<file path="config.mk">
export PLATFORM = sky130hd
export DESIGN_NAME = clk_div_cfg_ctrl
export DESIGN_NICKNAME = d
export VERILOG_FILES = /design/src/rtl/clk_div_cfg_pkg.sv /design/src/rtl/clk_div_edge_det.sv /design/src/rtl/clk_div_cfg_ctrl.sv
export SDC_FILE = /design/constraint.sdc
export NUM_CORES = 1
export LEC_CHECK = 0
export BUFFER_PORTS_ARGS = -buffer_cell sky130_fd_sc_hd__buf_2
export CORE_UTILIZATION = 50
export DETAILED_ROUTE_END_ITERATION = 16
export PLACE_DENSITY = 0.81
export RECOVER_POWER = 50
export SLEW_MARGIN = 10
export SYNTH_ARGS = -nofsm -noshare
export SYNTH_HDL_FRONTEND = slang
export SYNTH_SLANG_ARGS = --single-unit
</file>
<file path="constraint.sdc">
create_clock -name i_clk -period 2.7 [get_ports i_clk]
set_input_delay 0.27 -clock i_clk [delete_from_list [all_inputs] [get_ports i_clk]]
set_output_delay 0.27 -clock i_clk [all_outputs]
set_load 0.01 [all_outputs]
</file>
<file path="src/rtl/clk_div_cfg_pkg.sv">
// Shared FSM encoding, ratio floor and counter sizing for the clk_div run-time ratio controller.
package clk_div_cfg_pkg;

  typedef enum logic [2:0] {
    ST_INIT,
    ST_IDLE,
    ST_WAIT_FALL,
    ST_GATE,
    ST_SETTLE,
    ST_RUN
  } cfg_state_t;

  localparam int MIN_DIV_RATIO      = 2;
  localparam int DEF_SETTLE_CYCLES  = 2;
  localparam int DEF_TIMEOUT_CYCLES = 64;

  // One counter serves both the settle hold and the edge-wait timeout.
  function automatic int cfg_cnt_width(input int settle_cycles, input int timeout_cycles);
    int max_cnt;
    max_cnt = (settle_cycles > timeout_cycles) ? settle_cycles : timeout_cycles;
    return (max_cnt < 2) ? 1 : $clog2(max_cnt + 1);
  endfunction

  localparam int CFG_CNT_W = cfg_cnt_width(DEF_SETTLE_CYCLES, DEF_TIMEOUT_CYCLES);

endpackage

</file>
<file path="src/rtl/clk_div_edge_det.sv">
// Falling-edge detector for the divided clock sampled on the system clock.
// Zero-cycle pulse (registered history vs. live input); no backpressure.
module clk_div_edge_det (
  input  logic clk,
  input  logic reset,
  input  logic div_clk,
  output logic fall
);

  logic div_clk_q;

  always_ff @(posedge clk) begin
    if (reset) begin
      div_clk_q <= 1'b0;
    end else begin
      div_clk_q <= div_clk;
    end
  end

  assign fall = div_clk_q & ~div_clk;

endmodule

</file>
<file path="src/rtl/clk_div_cfg_ctrl.sv">
// Glitch-free run-time ratio loader for clk_div: gate on a divided-clock fall, load, settle, re-enable.
// Accept->o_done = edge wait + 2 + SETTLE_CYCLES; o_req_ready low while busy; CLK_DIV_CFG_TIMEOUT_EN bounds the wait.
module clk_div_cfg_ctrl
  import clk_div_cfg_pkg::*;
#(
  parameter int DIV_VAL_WIDTH  = 4,
  parameter int DEFAULT_RATIO  = 2,
  parameter int SETTLE_CYCLES  = DEF_SETTLE_CYCLES,
  parameter int TIMEOUT_CYCLES = DEF_TIMEOUT_CYCLES
) (
  input  logic                     i_clk,
  input  logic                     i_reset,
  input  logic                     i_req_valid,
  input  logic [DIV_VAL_WIDTH-1:0] i_req_ratio,
  output logic                     o_req_ready,
  input  logic                     i_clk_div,
  output logic                     o_div_enable,
  output logic [DIV_VAL_WIDTH-1:0] o_div_ratio,
  output logic                     o_busy,
  output logic                     o_done,
  output logic                     o_err
`ifdef CLK_DIV_CFG_TIMEOUT_EN
  ,
  output logic                     o_timeout
`endif
);

  // Never narrower than the default build's counter.
  localparam int CNT_REQ = cfg_cnt_width(SETTLE_CYCLES, TIMEOUT_CYCLES);
  localparam int CNT_W   = (CNT_REQ > CFG_CNT_W) ? CNT_REQ : CFG_CNT_W;

  localparam logic [DIV_VAL_WIDTH-1:0] RATIO_RST   = DIV_VAL_WIDTH'(DEFAULT_RATIO);
  localparam logic [DIV_VAL_WIDTH-1:0] RATIO_MIN   = DIV_VAL_WIDTH'(MIN_DIV_RATIO);
  localparam logic [CNT_W-1:0]         SETTLE_LAST = CNT_W'(SETTLE_CYCLES - 1);
`ifdef CLK_DIV_CFG_TIMEOUT_EN
  localparam logic [CNT_W-1:0]         TIMEOUT_LAST = CNT_W'(TIMEOUT_CYCLES - 1);
`endif

  cfg_state_t               state;
  logic [DIV_VAL_WIDTH-1:0] held_ratio;
  logic [CNT_W-1:0]         cnt;
  logic                     clk_div_fall;
  logic                     req_accept;

  assign req_accept = i_req_valid & o_req_ready;

  clk_div_edge_det u_edge_det (
    .clk     (i_clk),
    .reset   (i_reset),
    .div_clk (i_clk_div),
    .fall    (clk_div_fall)
  );

  always_ff @(posedge i_clk) begin
    if (i_reset) begin
      state        <= ST_INIT;
      o_div_enable <= 1'b0;
      o_div_ratio  <= RATIO_RST;
      o_req_ready  <= 1'b0;
      o_busy       <= 1'b0;
      o_done       <= 1'b0;
      o_err        <= 1'b0;
      held_ratio   <= '0;
      cnt          <= '0;
`ifdef CLK_DIV_CFG_TIMEOUT_EN
      o_timeout    <= 1'b0;
`endif
    end else begin
      o_done <= 1'b0;
      o_err  <= 1'b0;
`ifdef CLK_DIV_CFG_TIMEOUT_EN
      o_timeout <= 1'b0;
`endif
      case (state)
        ST_INIT: begin
          state        <= ST_IDLE;
          o_div_enable <= 1'b1;
          o_req_ready  <= 1'b1;
        end
        ST_IDLE: begin
          if (req_accept) begin
            held_ratio <= i_req_ratio;
            if (i_req_ratio < RATIO_MIN) begin
              o_err <= 1'b1;
            end else if (i_req_ratio == o_div_ratio) begin
              o_done <= 1'b1;
            end else begin
              state       <= ST_WAIT_FALL;
              o_busy      <= 1'b1;
              o_req_ready <= 1'b0;
              cnt         <= '0;
            end
          end
        end
        ST_WAIT_FALL: begin
          if (clk_div_fall) begin
            state <= ST_GATE;
`ifdef CLK_DIV_CFG_TIMEOUT_EN
          end else if (cnt == TIMEOUT_LAST) begin
            state     <= ST_GATE;
            o_timeout <= 1'b1;
          end else begin
            cnt <= cnt + 1'b1;
`endif
          end
        end
        ST_GATE: begin
          // Divider output is low here, so stopping it cannot clip a high phase.
          o_div_enable <= 1'b0;
          o_div_ratio  <= held_ratio;
          cnt          <= '0;
          state        <= ST_SETTLE;
        end
        ST_SETTLE: begin
          if (cnt == SETTLE_LAST) begin
            state <= ST_RUN;
          end else begin
            cnt <= cnt + 1'b1;
          end
        end
        ST_RUN: begin
          o_div_enable <= 1'b1;
          o_done       <= 1'b1;
          o_busy       <= 1'b0;
          o_req_ready  <= 1'b1;
          state        <= ST_IDLE;
        end
        default: begin
          state <= ST_INIT;
        end
      endcase
    end
  end

endmodule

</file>
; After elaboration in Yosys (flattened, before gate mapping)
; Index checks and enable logic that the tools add are counted.
; Widths: inputs -> output; s select.
[totals]
register_bits = 24
inputBits = 8
output_inout_bits = 9
word_cells = 67
[classes]
addsub = 1
n_lt_le_gt_ge = 1
n_eq_ne = 13
mux = 25
bitwise_logic = 5
n_reduce_logical = 12
[ops]
columns = op, count
row1 = $mux 7, 4
row2 = $pmux 7 s3, 1
row3 = $mux 3, 5
row4 = $pmux 3 s5, 1
row5 = $ne 2x2->1 const B, 6
row6 = $mux 1, 10
row7 = $reduce_and 5->1, 2
row8 = $pmux 1 s2, 4
row9 = $reduce_and 4->1, 2
row10 = $add 7x1->7 const B, 1
row11 = $eq 7x1->1 const B, 1
row12 = $eq 3x2->1 const B, 2
row13 = $eq 3x3->1 const B, 2
row14 = $reduce_bool 2->1, 3
row15 = $eq 4x4->1, 1
row16 = $lt 4x2->1 const B, 1
row17 = $eq 3x1->1 const B, 1
row18 = $logic_not 3->1, 1
row19 = $not 1->1, 3
row20 = $reduce_bool 3->1, 1
row21 = $reduce_or 3->1, 1
row22 = $and 1x1->1, 2
row23 = $reduce_and 2->1, 1
row24 = $reduce_or 2->1, 1

; Depth between registers and ports, before layout
; Gate-level depths: netlist (run 1).
[depth]
word_depth = 5
ltp_mapped = 6

; Cells and area by module
; From an unflattened synthesis (run 1), not the netlist that was laid out.
[hier_totals]
hier_cells = 136
hier_area_um2 = 1207.4
[modules_own_cells]
columns = mod, n_inst, cells_per_inst, area_each_um2
row1 = clk_div_cfg_ctrl, 1, 133, 1172.4
row2 = clk_div_edge_det, 1, 3, 35.0

; Least setup slack after synthesis (run 1)
; No wires, ideal clock.
[synth_path]
path_kind = register -> register
from = register state[2]
to = register cnt[1]
setup_time_ns = 0.123
arrival_time_ns = 1.573
slack_ns = 1.004
path_stages_with_launch = 7
path_buffers = 2
synth_period_minus_slack_ns = 1.696
cell_sequence = dfxtp_1 > buf_4 > or3b_1 > buf_2 > a21oi_4 > a2bb2oi_4 > mux2_1
[synth_via]
elab_chain_cells = 3
[synth_lines]
columns = element, line
row1 = "start, declared", clk_div_cfg_ctrl.sv:39  ; cfg_state_t state;
row2 = "start signal, assigned", clk_div_cfg_ctrl.sv:56  ; state <= ST_INIT;
row3 = "start signal, assigned", clk_div_cfg_ctrl.sv:76  ; state <= ST_IDLE;
row4 = "start signal, assigned", clk_div_cfg_ctrl.sv:88  ; state <= ST_WAIT_FALL;
row5 = $eq 3x3->1 (tied with other cells), clk_div_cfg_ctrl.sv:74  ; case (state)
row6 = $ne 2x2->1 (no source line) / $reduce_bool 3->1 (equally long branches), --
row7 = $reduce_and 5->1 (no source line), --
row8 = "end signal, assigned", clk_div_cfg_ctrl.sv:118  ; cnt <= cnt + 1'b1;
row9 = "end, declared", clk_div_cfg_ctrl.sv:41  ; logic [CNT_W-1:0] cnt;
; Parallel ways exist; a longest one is shown, timed or not.
; A chain may end at the register's enable or synchronous reset.

; Final worst setup path (run 1)
[layout_path]
from = register o_div_ratio[1]
to = register cnt[1]
[layout_via]
elab_chain_cells = 3
[layout_lines]
columns = element, line
row1 = "start, declared", clk_div_cfg_ctrl.sv:18  ; output logic [DIV_VAL_WIDTH-1:0] o_div_ratio,
row2 = "start signal, assigned", clk_div_cfg_ctrl.sv:110  ; o_div_ratio <= held_ratio;
row3 = $eq 4x4->1, clk_div_cfg_ctrl.sv:85  ; end else if (i_req_ratio == o_div_ratio) begin
row4 = $ne 2x2->1 (no source line), --
row5 = $reduce_and 5->1 (no source line), --
; Every way passes these cells.

==> results of run 1 <==
==> layout by cell type (no fill, tap or decap), types with 2 or more instances in the layout <==
cell type and instances:
ha_1 2, a31oi_1 2, o21a_1 2, nor3b_1 2
nand2_1 17, clkbuf_1 10, a311oi_1 2, clkbuf_4 3
a41oi_1 2, buf_2 6, xor2_1 4, nor3_1 3
nor2b_1 8, dfxtp_1 24, nand3_1 7, nand2b_1 3
inv_1 2, a21oi_1 12, and3_1 4, or3_1 2
nor2_1 3, a211oi_1 5
==> cell usage after synthesis (2+ instances only) <==
master    number  area, um^2
ha_1           2        25.0
a21oi_1       12        60.1
xor2_1         4        35.0
or3_1          2        12.5
nor2_1         3        11.3
nand2_1       17        63.8
a41oi_1        2        17.5
nand2b_1       3        18.8
dfxtp_1       24         480
nor3_1         3        15.0
nor2b_1        8        50.1
a31oi_1        2        12.5
a311oi_1       2        17.5
o21a_1         2        15.0
clkbuf_1       4        15.0
inv_1          2        7.51
and3_1         4        25.0
nand3_1        7        35.0
a211oi_1       5        37.5
==> state kept, by name (all words and copies together), names as in the netlist <==
name / flops
u_edge_det.div_clk_q: 1
o_div_enable: 1
o_div_ratio: 4
cnt: 7
o_req_ready: 1
state: 3
o_err: 1
o_done: 1
o_busy: 1
held_ratio: 4
==> worst min-delay path by stage <==
stage | to | slack [ns] | cells past startpoint | start
after global placement | o_div_enable$_SDFFE_PP0P_ | 0.44 | 2 | o_div_enable$_SDFFE_PP0P_
after CTS | u_edge_det.div_clk_q$_SDFF_PP0_ | 0.18 | 2 | i_clk_div
final | u_edge_det.div_clk_q$_SDFF_PP0_ | 0.18 | 2 | i_clk_div
after floorplan | u_edge_det.div_clk_q$_SDFF_PP0_ | 0.40 | 1 | i_clk_div
after global routing | u_edge_det.div_clk_q$_SDFF_PP0_ | 0.20 | 2 | i_clk_div
after detailed placement | o_div_enable$_SDFFE_PP0P_ | 0.45 | 2 | o_div_enable$_SDFFE_PP0P_
==> worst max-delay path: cells and delay by family, from the launching register on <==
family	cells	cell delay (ns)
multiplexers	1	0.34
AO/OA/AOI/OAI	2	0.92
XOR/XNOR	1	0.17
flip-flops	1	0.37
==> power by group <==
| part | total (mW) | switching (mW) | internal (mW) |
|---|---|---|---|
| Sequential | 0.373 | 0.00893 | 0.364 |
| Clock | 0.261 | 0.111 | 0.150 |
| Combinational | 0.0667 | 0.0409 | 0.0259 |
| Total | 0.700 | 0.161 | 0.540 |
==> stage by stage <==
step	utilization [%]	power (mW)	cells
4_1_cts	59.1	0.707	169
3_5_place_dp	56.7	0.449	165
2_1_floorplan	-	0.427	127
3_3_place_gp	56.7	0.447	165
5_1_grt	57.9	0.725	169
6_report	57.9	0.700	169
==> final cells by class <==
cell class                      count  area, um^2
Clock buffer                        3        22.5
Clock inverter                      1        30.0
Fill cell                         206         922
Inverter                            2        7.51
Multi-Input combinational cell     95         626
Sequential cell                    24         480
Tap cell                           28        35.0
Timing Repair Buffer               16        67.6
==> layer usage <==
metal  part of all wire, %  track usage (%)
met5                     0                0
met4                   2.5             9.52
met3                   3.1             4.01
met2                    50             36.2
met1                    45             26.7
==> cells by family (layout without fill, tap and decap cells) <==
| logic type | Yosys count | in the layout | share of synthesized area (%) |
|---|---|---|---|
| AO/OA/AOI/OAI | 34 | 34 | 23.4 |
| buffers and inverters | 8 | 22 | 3.04 |
| AND/OR/NAND/NOR | 54 | 54 | 25.7 |
| flip-flops | 24 | 24 | 41.6 |
| XOR/XNOR | 4 | 4 | 3.04 |
| adder cells (fa/ha/maj) | 2 | 2 | 2.17 |
| multiplexers | 1 | 1 | 0.976 |
==> run_results.csv, run 1 <==
group,metric,value,unit
run_status,run_status,"completed",
setup_path,crit_fanout,7,
route,drt-vias-per-instance,5.80,
setup_path,endpoint_kind,"flip-flop",
setup_path,r2r_setup_slack,0.81,ns
clock_tree,clockBufferDepth,2,
power_and_ir_drop,ir_worst_vdd,304,uV
route,drt-wirelength-per-cell,14.1,um
place,place_hpwl,1730,um
clock_tree,cts_setup_buffers,0,
yosys,yosys_register_bits,24,
final_layout,antennaDiodeCount,0,
setup_path,r2r_cells,4,
route,wirelength,2380,um
die,core,0.00219,mm^2
setup_path,slowest_delay,0.75,ns
final_layout,stdcell_area,0.00127,mm^2
yosys,synth_cells,127,
timing,fin_tns_setup,0,ns
yosys,yosys_warnings,0,
route,antenna_left,0,
die,die-width,50.0,um
clock_tree,clk_latency,0.32,ns
die,start_util,52.7,%
die,fp.dieH,50.0,um
flow_run,cap_violations,0,
timing,slew-limit-headroom,27.8,%
timing,period_share,70.2,%
power_and_ir_drop,p_per_area,552,mW/mm^2
grt,grt_pass1_vias,931,
die,ioPinCount,17,
place,io_buffers,16,
final_layout,layout-drive-gt1-share,9.22,%
route,vias,981,
grt,grt_max_degree,27,
setup_path,worstPathArrival,2.12,ns
yosys,synth-edff-count,0,
yosys,async_reset_ff_share,0,%
timing,layout_setup_ws,0.806,ns
yosys,ys_seq_area_share,41.6,%
timing,rsz0062_at_grt,"no",
clock_tree,cts_buffers,3,
die,die_area,0.00250,mm^2
die,rows,17,
yosys,syn_area_per_cell,9.08,um^2
clock_tree,hold_buffers,0,
final_layout,syn_to_final_growth,9.98,%
clock_tree,path_clk_slew,0.13,ns
place,placed_area,0.00124,mm^2
grt,antenna_found_initial,0,
setup_path,crit_path_start_kind,"flip-flop",
yosys,synth_nets,137,
timing,drv_slew,0,
final_layout,final_nets,152,
timing,worst_pin_slew,1.08,ns
clock_tree,cts_sinks,24,
setup_path,crit_type,"reg2reg",
place,globalplace.congestion,0.836,
timing,fmax,528,MHz
route,drcViolationCount,0,
timing,setup_viol,0,
setup_path,worstPathCellList,"xor2_1, o41ai_1, a2bb2oi_4, mux2_1",
setup_path,crit_slowest_cell,"o41ai_1",
setup_path,crit_start,"o_div_ratio[1]$_SDFFE_PP1P_",
route,drtIter0Drc,22,
timing,fin_skew,0.00312,ns
timing,hold_violations,0,
power_and_ir_drop,power.leakage,0.450,nW
yosys,synth_top_flop_cell,"dfxtp_1",
clock_tree,htreeDepth,1,
route,first_pass_iters,4,
grt,overflow,0,
timing,fin_crit,1.89,ns
setup_path,worstReg2RegStart,"o_div_ratio[1]$_SDFFE_PP1P_",
worst_hold_path,hold_path_class,"in2reg",
clock_tree,tritoncts,"built",
yosys,ys_types,38,
setup_path,critPathRequiredTime,2.92,ns
setup_path,cp-endpoint,"cnt[1]$_SDFFE_PP0P_",
grt,grt_util_all_layers,21.7,%
clock_tree,root_buffer,"clkbuf_4",
place,place_ws,0.824,ns
yosys,synth_area,0.00115,mm^2
clock_tree,ctsResizeCount,0,
timing,fin_hold_ws,0.181,ns
setup_path,r2r-end,"cnt[1]$_SDFFE_PP0P_",
grt,grt_pass1_wl,4130,um
Power figures use the tool's default switching activity.
==> run 2: changes to the inputs <==
- ABC_AREA: default -> 1
- clock period: 2.7 -> 1.9 ns (I/O delays scaled with it)
==> run 2 against run 1 <==
Against the previous run: first-iteration DRC count is the same; clock power grew 43%; final cell count grew 31%; combinational power grew to 10 times the previous value; non-clock buffer count grew 1; setup slack lost 0.52 ns; sequential cell count is the same; die area grew 6.1%; fmax grew 18%; via count grew 15%; sequential share of layout area shrank 2.8 points; synthesized cell count grew 38%; critical endpoint is now o_done$_SDFF_PP0_.
==> run_results.csv, run 2 <==
group,metric,value,unit
grt,antenna_found_initial,0,
place,globalplace.congestion,0.905,
yosys,synth_area,0.00123,mm^2
timing,hold_violations,0,
clock_tree,clk_latency,0.32,ns
yosys,ys_types,26,
route,drtIter0Drc,22,
place,place_hpwl,1910,um
power_and_ir_drop,power.leakage,0.617,nW
die,rows,17,
timing,period_share,84.8,%
place,dp.cells,218,
setup_path,endpoint_kind,"flip-flop",
timing,layout_setup_ws,0.289,ns
yosys,yosys-top-cells-area,"dfxtp_1, nand2_1, inv_1",
setup_path,crit_path_start_kind,"flip-flop",
yosys,synthMuxAreaShare,0,%
grt,grt_util_all_layers,21.9,%
clock_tree,tritoncts,"built",
yosys,yosys_warnings,0,
final_layout,top_regs,"cnt: 7 flops, held_ratio: 4 flops, o_div_ratio: 4 flops",
timing,slew-limit-headroom,61.5,%
final_layout,seq_area,480,um^2
grt,grt_pass1_wl,4330,um
final_layout,final_nets,205,
final_layout,syn_to_final_growth,11.5,%
yosys,synthSimpleGateAreaFrac,37.7,%
clock_tree,root_buffer,"clkbuf_4",
setup_path,crit_type,"reg2reg",
route,antenna_left,0,
run_status,run_status,"completed",
yosys,synthTopCellsByCount,"nand2_1, dfxtp_1, inv_1, nor2_1, a21oi_1",
route,first_pass_iters,4,
clock_tree,cts_sinks,24,
route,drcViolationCount,0,
place,placed_area,0.00134,mm^2
setup_path,worstPathArrival,1.87,ns
final_layout,stdcell_count,222,
yosys,async_reset_ff_share,0,%
power_and_ir_drop,clockPowerShare,21.4,%
final_layout,layout_commonest_cell,"nand2_1",
die,ioPinCount,17,
grt,grt_pass1_vias,1066,
yosys,yosys_register_bits,24,
power_and_ir_drop,power_frac_comb,39.1,%
clock_tree,cts_setup_buffers,0,
die,start_util,54.4,%
final_layout,regMostFlops,"cnt",
power_and_ir_drop,cell_internal_pwr,1.06,mW
yosys,ys_seq_area_share,39.1,%
timing,fin_tns_setup,0,ns
power_and_ir_drop,p_per_area,1280,mW/mm^2
power_and_ir_drop,seq_power_share,39.5,%
timing,rsz0062_at_grt,"no",
power_and_ir_drop,power_switching,0.694,mW
final_layout,multi_input_area,631,um^2
yosys,synth_cells,175,
power_and_ir_drop,ir_worst_vdd,775,uV
setup_path,slowest_delay,0.48,ns
yosys,synth_compound_area_share,11.7,%
die,die-width,51.5,um
clock_tree,ctsResizeCount,0,
yosys,synth.most_common_cell,"nand2_1",
setup_path,critPathRequiredTime,2.16,ns
timing,drv_slew,0,
die,fp.dieH,51.5,um
clock_tree,hold_buffers,0,
flow_run,cap_violations,0,
final_layout,antennaDiodeCount,0,
setup_path,worstPathCellList,"inv_2, nor2_4, nand2_1, nor2_1, nand4_1, a21oi_1",
yosys,synth_nets,185,
route,drt-wirelength-per-cell,11.7,um
power_and_ir_drop,power.share.switching,39.7,%
timing,setup_viol,0,
grt,grt_max_degree,15,
yosys,synth_top_family_by_area,"simple AND/OR/NAND/NOR gates",
setup_path,crit_fanout,10,
yosys,yosysTopAreaCell,"dfxtp_1",
die,die_area,0.00266,mm^2
yosys,synth_top_flop_cell,"dfxtp_1",
clock_tree,path_clk_slew,0.14,ns
yosys,synth-edff-count,0,
route,drt-vias-per-instance,5.09,
place,place_ws,0.455,ns
setup_path,crit_slowest_cell,"nor2_1",
die,core,0.00225,mm^2
timing,fin_skew,0.00712,ns
clock_tree,htreeDepth,1,
timing,worst_pin_slew,0.575,ns
final_layout,final_cell_mix,"nand2_1, dfxtp_1, inv_1, nor2_1, a21oi_1",
route,vias,1131,
timing,fmax,621,MHz
route,wirelength,2590,um
yosys,synth_fa_ha_area_share,2.04,%
final_layout,n_fill_cell,231,
yosys,synth_top_area_share,39.1,%
final_layout,stdcell_area,0.00137,mm^2
final_layout,layout-drive-gt1-share,13.4,%
timing,fin_crit,1.61,ns
worst_hold_path,hold_path_class,"in2reg",
clock_tree,cts_buffers,3,
place,io_buffers,16,
grt,overflow,0,
power_and_ir_drop,power,1.75,mW
yosys,synthXorXnorAreaFrac,0.714,%
final_layout,largest_reg_flops,7,
yosys,syn_area_per_cell,7.01,um^2
clock_tree,clockBufferDepth,2,
run 2: changes by cell type after synthesis, moves of 5 or more:
cell,change
nand2_1,+25
inv_1,+20
nor2_1,+15
nor2b_1,-8
o21ai_0,+8
a211oi_1,-5
run 2: area by class of cell:
cell class,count,share of cell area (%)
Clock buffer,3,1.65
Sequential cell,24,35.1
Clock inverter,1,2.19
Inverter,26,7.22
Tap cell,28,2.56
Timing Repair Buffer,17,5.21
Multi-Input combinational cell,123,46.1
run 2: kinds of logic after synthesis:
family,Yosys count
xor+xnor,1
simple gates,94
compound gates,26
fa+ha+maj,2
buf+inv,28
flops,24
run 2: path summary, 6_finish.rpt:
path | start | to | slack [ns] | depth (start not counted)
worst max-delay path | state[0]$_SDFFE_PP0P_ | o_done$_SDFF_PP0_ | 0.29 | 6
worst min-delay path | i_clk_div | u_edge_det.div_clk_q$_SDFF_PP0_ | 0.09 | 3
worst max register to register | state[0]$_SDFFE_PP0P_ | o_done$_SDFF_PP0_ | 0.29 | 6
worst min register to register | o_busy$_SDFFE_PP0P_ | o_busy$_SDFFE_PP0P_ | 0.46 | 2
run 2: critical path, delay by kind of cell, from the launching register on:
kind,cells,cell delay [ns]
AND/OR/NAND/NOR,4,0.89
buffers and inverters,1,0.08
flip-flops,1,0.41
AO/OA/AOI/OAI,1,0.17
run 2: power by group through the flow:
stage / registers (mW) / clock network (mW) / logic [mW]
after CTS: 0.690 / 0.380 / 0.713
after global placement: 0.695 / 0 / 0.682
after detailed placement: 0.699 / 0 / 0.710
after global routing: 0.704 / 0.403 / 0.785
final: 0.691 / 0.374 / 0.684
after floorplan: 0.702 / 0 / 0.546
run 2: routing by layer:
metal	GRT usage [%]	vias to the layer above	share of wire, %
met5	0	-	0
met4	7.21	0	1.0
met3	6.43	4	4.0
met2	40.0	23	52
met1	23.8	513	43
li1	-	591	-
run 2: metrics by stage:
stage / util (%) / hold WS [ns]
after floorplan: - / 0.315
after global placement: 59.5 / 0.403
after global routing: 60.7 / 0.0984
after CTS: 61.9 / 0.0874
final: 60.7 / 0.0871
after detailed placement: 59.5 / 0.423
==> run 3: changes to the inputs <==
- PLACE_DENSITY: 0.81 -> 0.84
- clock period: 1.9 -> 1.3 ns (I/O delays scaled with it)
==> run 3 against run 2 <==
Against the previous run: the flow now finishes with violations (setup timing); register-to-register slack got worse by 0.47 ns; worst hold slack got worse by 0.060 ns; sequential cell count unchanged; fmax is 9.0% higher; final cell count rose by 8.1%; via count grew 11%; power rose by 68%; sequential share of layout area is 4.9 points lower; non-clock buffer count grew 19; clock-buffer cell count is the same.
==> run_results.csv, run 3 (synthesis results as in run 2) <==
group,metric,value,unit
place,place_ws,-0.190,ns
power_and_ir_drop,power,2.95,mW
setup_path,crit_type,"reg2reg",
final_layout,largest_reg_flops,7,
setup_path,slowest_delay,0.37,ns
grt,grt_pass1_vias,1273,
die,die_area,0.00266,mm^2
setup_path,crit_slowest_cell,"dfxtp_2",
timing,drv_slew,0,
grt,grt_pass1_wl,5190,um
final_layout,top_regs,"cnt: 7 flops, held_ratio: 4 flops, o_div_ratio: 4 flops",
worst_hold_path,hold_start,"i_clk_div",
route,drt-wirelength-per-cell,13.3,um
setup_path,r2r-end,"cnt[5]$_SDFFE_PP0P_",
clock_tree,cts_sinks,24,
timing,hold_violations,0,
final_layout,final_nets,224,
setup_path,crit_fanout,5,
timing,fin_skew,0.00928,ns
clock_tree,htreeDepth,1,
route,antenna_left,0,
grt,antenna_found_initial,0,
final_layout,final_util,72.0,%
place,place_hpwl,2150,um
power_and_ir_drop,power.leakage,0.759,nW
power_and_ir_drop,p_per_area,1820,mW/mm^2
worst_hold_path,hold_path_depth,3,
final_layout,seq_area,490,um^2
clock_tree,root_buffer,"clkbuf_4",
final_layout,final_cell_mix,"nand2_1, buf_4",
timing,period_share,114,%
clock_tree,cts_buffers,3,
die,die-width,51.5,um
setup_path,endpoint_kind,"flip-flop",
final_layout,multi_input_area,732,um^2
place,io_buffers,16,
final_layout,layout-drive-gt1-share,43.9,%
grt,grt_max_degree,15,
place,placed_area,0.00143,mm^2
setup_path,worstPathArrival,1.68,ns
final_layout,antennaDiodeCount,0,
die,core,0.00225,mm^2
final_layout,n_fill_cell,170,
final_layout,stdcell_area,0.00162,mm^2
route,drtIter0Drc,17,
die,start_util,54.4,%
timing,worst_pin_slew,0.366,ns
timing,layout_setup_ws,-0.178,ns
setup_path,critPathRequiredTime,1.51,ns
clock_tree,path_clk_slew,0.13,ns
grt,overflow,0,
clock_tree,clockBufferDepth,2,
route,vias,1251,
die,fp.dieH,51.5,um
timing,fmax,677,MHz
place,globalplace.congestion,0.885,
run_status,failed_checks,"setup timing",
setup_path,r2r_setup_slack,-0.18,ns
worst_hold_path,hold_path_class,"in2reg",
die,ioPinCount,17,
setup_path,crit_start,"cnt[1]$_SDFFE_PP0P_",
final_layout,regMostFlops,"cnt",
route,wirelength,3190,um
setup_path,r2r_cells,11,
clock_tree,clk_latency,0.32,ns
timing,fin_crit,1.48,ns
setup_path,worstReg2RegStart,"cnt[1]$_SDFFE_PP0P_",
power_and_ir_drop,ir_worst_vdd,1560,uV
route,drt-vias-per-instance,5.21,
run_status,run_status,"finished with violations",
route,first_pass_iters,4,
setup_path,worstPathCellList,"inv_2, ha_4, inv_2, nor2_1, nand3_1, nand2_4, buf_6, a21oi_4, nand2_4, nand2_1, a21oi_1",
timing,rsz0062_at_grt,"yes",
flow_run,cap_violations,0,
final_layout,syn_to_final_growth,32.2,%
grt,grt_util_all_layers,27.0,%
die,rows,17,
timing,slew-limit-headroom,75.6,%
route,drcViolationCount,0,
timing,setup_viol,9,
clock_tree,tritoncts,"built",
final_layout,layout_commonest_cell,"nand2_1",
setup_path,crit_path_start_kind,"flip-flop",
worst_hold_path,hold_end,"u_edge_det.div_clk_q$_SDFF_PP0_",
[run 3: cell count changes in the layout (fill, tap and decap cells not counted), sizes merged]
cell,previous run,this run
buf,6,36
clkbuf,14,3
bufinv,1,0
[run 3: per-layer routing]
| layer | vias to the layer above | global-route usage, % | routed length, um |
|---|---|---|---|
| li1 | 627 | - | - |
| met1 | 575 | 26.2 | 1260 |
| met2 | 33 | 50.0 | 1680 |
| met3 | 16 | 4.68 | 78 |
| met4 | 0 | 20.7 | 178 |
| met5 | - | 0 | 0 |
[run 3: metrics by stage]
| step | hold WS (ns) | instances | TNS (ns) |
|---|---|---|---|
| finish | 0.0266 | 240 | -1.47 |
| global placement | 0.344 | 229 | -0.240 |
| floorplan | 0.255 | 175 | -0.000467 |
| detailed placement | 0.359 | 229 | -0.835 |
| global route | 0.0333 | 240 | -2.25 |
| CTS | 0.0283 | 241 | -1.13 |
[run 3: what timing repair did]
| item | CTS | global route |
|---|---|---|
| pin swaps | 5 | 10 |
| endpoints found under the setup margin | 9 | 15 |
| hold endpoints to repair | 0 | 0 |
| resized for setup | 25 | 17 |
| cloned | 0 | 0 |
| hold buffers | 0 | 0 |
| buffers inserted | 9 | 1 |
[run 3: cell type report]
type | instances | share of cell area (%)
clock buffers | 3 | 1.39
inverters | 26 | 6.48
multi-input cells | 123 | 45.1
flip-flops and latches | 24 | 30.2
well taps | 28 | 2.16
repair buffers | 36 | 14.6
[run 3: how the worst max path moves through the flow]
stage	end	slack (ns)	cells after the start
5_1_grt	cnt[5]$_SDFFE_PP0P_	-0.24	11
2_1_floorplan	state[0]$_SDFFE_PP0P_	-0.0005	12
3_3_place_gp	cnt[0]$_SDFFE_PP0P_	-0.06	11
3_5_place_dp	state[0]$_SDFFE_PP0P_	-0.19	11
6_report	cnt[5]$_SDFFE_PP0P_	-0.18	11
4_1_cts	cnt[5]$_SDFFE_PP0P_	-0.14	11
[run 3: power by group]
group | switching [mW] | total [mW] | internal (mW) | leakage, nW
sequential | 0.132 | 1.03 | 0.894 | 0.198
combinational | 0.909 | 1.59 | 0.680 | 0.546
clock | 0.222 | 0.331 | 0.109 | 0.0138
[run 3: critical path: cells and delay by family, from the launching register on]
kind / cells / cell delay (ns)
buffers and inverters: 3 / 0.20
adder cells (fa/ha/maj): 1 / 0.15
flip-flops: 1 / 0.37
AND/OR/NAND/NOR: 5 / 0.39
AO/OA/AOI/OAI: 2 / 0.27
